File: src/rtl/pipeline_ctrl_if.sv
// Handshake bundle between the pipeline stages and the stall/flush controller.
// master drives the requests; slave (the controller) returns stall/flush/redirect.
interface pipeline_ctrl_if;
   logic        stallreq_from_id;
   logic        stallreq_from_ex;
   logic [5:0]  ex_cycles;
   logic [31:0] excepttype_i;
   logic [31:0] epc_i;
   logic [5:0]  stall;
   logic        flush;
   logic [31:0] new_pc;
   logic        busy;

   modport master (
      output stallreq_from_id,
      output stallreq_from_ex,
      output ex_cycles,
      output excepttype_i,
      output epc_i,
      input  stall,
      input  flush,
      input  new_pc,
      input  busy
   );

   modport slave (
      input  stallreq_from_id,
      input  stallreq_from_ex,
      input  ex_cycles,
      input  excepttype_i,
      input  epc_i,
      output stall,
      output flush,
      output new_pc,
      output busy
   );
endinterface

File: src/rtl/pipeline_ctrl.sv
// Pipeline stall/flush controller with multi-cycle EX hold.
// Define CTRL_STALL_STATS_EN to add the saturating stall_cnt output.
module pipeline_ctrl (
   input  logic            clk,
   input  logic            rst,
`ifdef CTRL_STALL_STATS_EN
   output logic [15:0]     stall_cnt,
`endif
   pipeline_ctrl_if.slave  bus
);

   typedef enum logic {RUN, EX_WAIT} state_t;

   localparam logic [5:0]  STALL_NONE = 6'b000000;
   localparam logic [5:0]  STALL_EX   = 6'b001111;
   localparam logic [5:0]  STALL_ID   = 6'b000111;
   localparam logic [31:0] EXC_ERET   = 32'h0000000E;
   localparam logic [31:0] EXC_VEC    = 32'h00000020;

   state_t      r_state;
   state_t      w_state_nx;
   logic [5:0]  r_cnt;
   logic [5:0]  w_cnt_nx;
   logic [5:0]  w_n;
   logic [5:0]  w_stall;
   logic        w_flush;
   logic [31:0] w_new_pc;

   assign w_n = (bus.ex_cycles == 6'd0) ? 6'd1 : bus.ex_cycles;

   always_ff @(posedge clk) begin
      if (rst) begin
         r_state <= RUN;
         r_cnt   <= 6'd0;
      end else begin
         r_state <= w_state_nx;
         r_cnt   <= w_cnt_nx;
      end
   end

   always_comb begin
      w_state_nx = r_state;
      w_cnt_nx   = r_cnt;
      w_stall    = STALL_NONE;
      w_flush    = 1'b0;
      w_new_pc   = 32'h0;
      if (rst) begin
         w_state_nx = RUN;
         w_cnt_nx   = 6'd0;
      end else if (bus.excepttype_i != 32'h0) begin
         w_flush    = 1'b1;
         w_new_pc   = (bus.excepttype_i == EXC_ERET) ? bus.epc_i : EXC_VEC;
         w_state_nx = RUN;
         w_cnt_nx   = 6'd0;
      end else if (r_state == EX_WAIT) begin
         // requests are ignored here; hold until the counted cycles run out
         w_stall = STALL_EX;
         if (r_cnt <= 6'd1) begin
            w_state_nx = RUN;
            w_cnt_nx   = 6'd0;
         end else begin
            w_cnt_nx = r_cnt - 6'd1;
         end
      end else if (bus.stallreq_from_ex) begin
         w_stall = STALL_EX;
         if (w_n > 6'd1) begin
            w_state_nx = EX_WAIT;
            w_cnt_nx   = w_n - 6'd1;
         end
      end else if (bus.stallreq_from_id) begin
         w_stall = STALL_ID;
      end
   end

   assign bus.stall  = w_stall;
   assign bus.flush  = w_flush;
   assign bus.new_pc = w_new_pc;
   assign bus.busy   = !rst && (r_state != RUN);

`ifdef CTRL_STALL_STATS_EN
   logic [15:0] r_stall_cnt;

   always_ff @(posedge clk) begin
      if (rst)
         r_stall_cnt <= 16'd0;
      else if ((w_stall != STALL_NONE) && (r_stall_cnt != 16'hFFFF))
         r_stall_cnt <= r_stall_cnt + 16'd1;
   end

   assign stall_cnt = r_stall_cnt;
`endif

endmodule

File: src/flat_wrapper.sv
// flat-port wrapper written by rule: the top's interface ports become plain ports
module pipeline_ctrl_flat 
  (clk, rst, bus_stallreq_from_id, bus_stallreq_from_ex, bus_ex_cycles, bus_excepttype_i, bus_epc_i, bus_stall, bus_flush, bus_new_pc, bus_busy);
  pipeline_ctrl_if bus_i ();
  input  logic clk;
  input  logic rst;
  input wire logic [$bits(bus_i.stallreq_from_id)-1:0] bus_stallreq_from_id;
  input wire logic [$bits(bus_i.stallreq_from_ex)-1:0] bus_stallreq_from_ex;
  input wire logic [$bits(bus_i.ex_cycles)-1:0] bus_ex_cycles;
  input wire logic [$bits(bus_i.excepttype_i)-1:0] bus_excepttype_i;
  input wire logic [$bits(bus_i.epc_i)-1:0] bus_epc_i;
  output wire logic [$bits(bus_i.stall)-1:0] bus_stall;
  output wire logic [$bits(bus_i.flush)-1:0] bus_flush;
  output wire logic [$bits(bus_i.new_pc)-1:0] bus_new_pc;
  output wire logic [$bits(bus_i.busy)-1:0] bus_busy;
  assign bus_i.stallreq_from_id = bus_stallreq_from_id;
  assign bus_i.stallreq_from_ex = bus_stallreq_from_ex;
  assign bus_i.ex_cycles = bus_ex_cycles;
  assign bus_i.excepttype_i = bus_excepttype_i;
  assign bus_i.epc_i = bus_epc_i;
  assign bus_stall = bus_i.stall;
  assign bus_flush = bus_i.flush;
  assign bus_new_pc = bus_i.new_pc;
  assign bus_busy = bus_i.busy;
  pipeline_ctrl u_core (.clk(clk), .rst(rst), .bus(bus_i));
endmodule
File: config.mk
export PLATFORM = sky130hd
export DESIGN_NAME = pipeline_ctrl_flat
export DESIGN_NICKNAME = d
export VERILOG_FILES = /design/src/rtl/pipeline_ctrl_if.sv /design/src/rtl/pipeline_ctrl.sv /design/src/flat_wrapper.sv
export SDC_FILE = /design/constraint.sdc
export NUM_CORES = 1
export LEC_CHECK = 0
export ABC_AREA = 1
export CAP_MARGIN = 30
export CORE_MARGIN = 2
export CORE_UTILIZATION = 30
export DETAILED_ROUTE_END_ITERATION = 7
export PLACE_DENSITY = 0.85
export SLEW_MARGIN = 30
export SYNTH_ARGS = -nofsm -noshare
export SYNTH_HDL_FRONTEND = slang
export SYNTH_SLANG_ARGS = --single-unit
export TNS_END_PERCENT = 10
File: constraint.sdc
create_clock -name clk -period 2 [get_ports clk]
set_clock_uncertainty 0.05 [all_clocks]
set_input_delay 0.2 -clock clk [delete_from_list [all_inputs] [get_ports clk]]
set_output_delay 0.2 -clock clk [all_outputs]
set_load 0.1 [all_outputs]
==> impl_metrics.toml <==
[finish]
syn_to_final_growth_pct = 163
layout.nets = 441
post-route-cell-area_um2 = 3250
drive_gt1_share_pct = 35.9
fin_util_pct = 81.7
final_cell_mix = "57 x nand2_1, 41 x buf_12, 40 x clkdlybuf4s50_1"
final_common_cell = "nand2_1"
diodes = 0

[floorplanning]
rows = 23
coreArea_um2 = 3970
die_w_um = 68.2
dieArea_um2 = 4650
ios = 114
start_util_pct = 31.1
die_height_um = 68.2

[yosys]
synth.ff_latch_count = 7
syn_avg_cell_area_um2 = 5.46
synthCells = 226
synth_cell_types = 28
syn_area_um2 = 1230
yosysWarnings = 0
seq_area_frac_synth_pct = 11.3

[setup_path]
cp_top_family = "simple AND/OR/NAND/NOR gates"
critPathMaxStageDelay_ns = 0.25
worstReg2RegEnd = "u_core.r_cnt[3]"
critical_path.cell_chain = "dlygate4sd2_1 -> nor2_1 -> nand2_1 -> nor2_2 -> nand2_2 -> nor2_2 -> nand2_2 -> clkinv_4 -> clkbuf_16 -> nand2_1 -> nor2_2 -> buf_12"
worst_path_max_delay_cell = "dlygate4sd2_1"
cp-start-kind = "input pin"
cp_max_fo = 9
worstPathArrival_ns = 1.77
ff2ff_setup_slack_ns = 0.31
rr_startpoint = "u_core.r_cnt[0]"
worst-path-buf-inv = 4
worstRegToRegCells = 9
cpMostUsedCell = "nor2_2"
path_class = "input pin to output port"
cp-end-kind = "output port"
cp_data_required_time_ns = 1.75

[placed_design]
io_buffer_count = 111
placed_cell_area_um2 = 2900
dp_hpwl_mm = 4.64
pre_cts_slack_ns = -0.200
gp_congestion = 0.889

[clock_tree]
clk_latency_ns = 0.23
cts_buffers = 3
cts_tree = "done"
cts.path.max_buffers = 2
ctsRootBufferMaster = "clkbuf_8"
clock_sinks = 7
clk_pin_slew_ns = 0.04
ctsHtreeMaxLevel = 1
hold_buffers = 0

[timing]
timing.final.ws_setup_ns = -0.0224
max_freq_ghz = 0.494
finalHoldViolations = 0
finalSetupViolations = 1
finalSetupTns_ns = -0.0224
maxSlewViolCount = 0
timing.final.crit_share_pct = 101
period_needed_ns = 2.02
grt_setup_unrepaired = "yes"

[global_routing]
grt_pass1_wl_mm = 7.89
antenna_found_initial = 0
grt_max_degree = 24
grt.total_usage_pct = 22.3
grt_pass1_vias = 1766
grt.overflow.total = 0

[worst_hold_path]
hold_class = "register to register"
hp-start = "u_core.r_cnt[1]"
min_path_cells = 2
whs_endpoint = "u_core.r_cnt[1]"

[run_status]
status = "complete, but fails checks"
violations = "setup timing"

[route]
drt-pass1-iter-count = 4
antenna_left = 0
vias_per_cell = 4.91
num_vias = 2024
drtIter0Drc = 141
drc = 0
wl_per_cell_um = 17.2
wl_mm = 7.10

[pwr]
powerDensity_nw_per_um2 = 203
p_total_uw = 659
ir_worst_vdd_mv = 0.177
leakagePower_uw = 0.00160

[run]
max_cap_violations = 0
## worst reg2reg max path, cell delays in order (launching register included)
cell	delay [ns]
dfxtp_1	0.39
inv_1	0.10
ha_1	0.25
o211ai_1	0.24
nand2_1	0.20
inv_1	0.13
nand3b_1	0.10
nand2_1	0.08
nand2_1	0.05
nand2_1	0.05
## cell usage after synthesis (all sizes together)
cell    count  area [um^2]
dfxtp       7          140
o21ai       9         56.3
nand4       4         25.0
buf         9         86.3
nand3       9         45.0
inv        22         82.6
nand3b      1         7.51
o22ai       1         6.26
clkbuf      1         13.8
o211ai      1         7.51
conb        1         3.75
ha          4         50.1
nor3        2         15.0
nand2      67          256
a21oi       4         20.0
clkinv      1         5.00
xor2        1         8.76
o31ai       1         7.51
nor2       80          390
o21bai      1         7.51
## routing by layer
layer	vias to the layer above	track usage [%]	wire [um]
met1	941	22.5	2290
met2	102	45.0	3980
li1	961	-	-
met4	0	5.50	251
met5	-	0	0
met3	20	5.26	575
## state kept, by name, summed over array words and instances (netlist names)
| register | flops |
|---|---|
| u_core.r_cnt | 6 |
| u_core.r_state | 1 |
## per-stage QoR
stage	hold WS, ns	cells
global placement	0.433	400
global route	0.460	412
floorplan	0.418	227
CTS	0.449	405
detailed placement	0.442	400
finish	0.455	412
## how the worst max path moves through the flow
stage | start | to | slack [ns] | cells after the start
after global routing | bus_excepttype_i[26] | bus_new_pc[12] | -0.06 | 12
final | bus_excepttype_i[26] | bus_new_pc[12] | -0.02 | 12
after floorplan | bus_excepttype_i[5] | bus_new_pc[5] | -0.28 | 7
after detailed placement | bus_ex_cycles[3] | u_core.r_cnt[3] | -0.20 | 12
after CTS | bus_excepttype_i[19] | bus_new_pc[13] | -0.06 | 12
after global placement | bus_excepttype_i[21] | bus_new_pc[1] | -0.08 | 12
## final cells by class
class,instances,area (um^2)
multi-input combinational,187,981
tap,50,62.6
sequential,7,140
clock buffer,4,45.0
fill,221,726
inverter,23,91.3
timing repair buffer,141,1930
## power by group
group,internal [uW],total [uW],switching [uW]
clock network,138,200,61.9
registers,140,140,0.0000000230
logic,177,319,142
## cells by family (layout without fill, tap and decap cells)
group                      after synthesis  count (layout)  share of synthesized area [%]
AOI/OAI and AO/OA                       17              17                           8.51
other                                    1               2                          0.304
adders and majority gates                4               4                           4.05
DFF                                      7               7                           11.3
and+or+nand+nor                        163             163                           59.9
buffers and inverters                   33             168                           15.2
xor gates and xnor gates                 1               1                          0.709
## what timing repair did
item                       4_1_cts  5_1_grt
resized for setup                6       52
setup buffers                    1        2
pin swaps                        3       28
setup endpoints to repair       34       44
cloned                           0        5
Power figures use the tool's default switching activity.
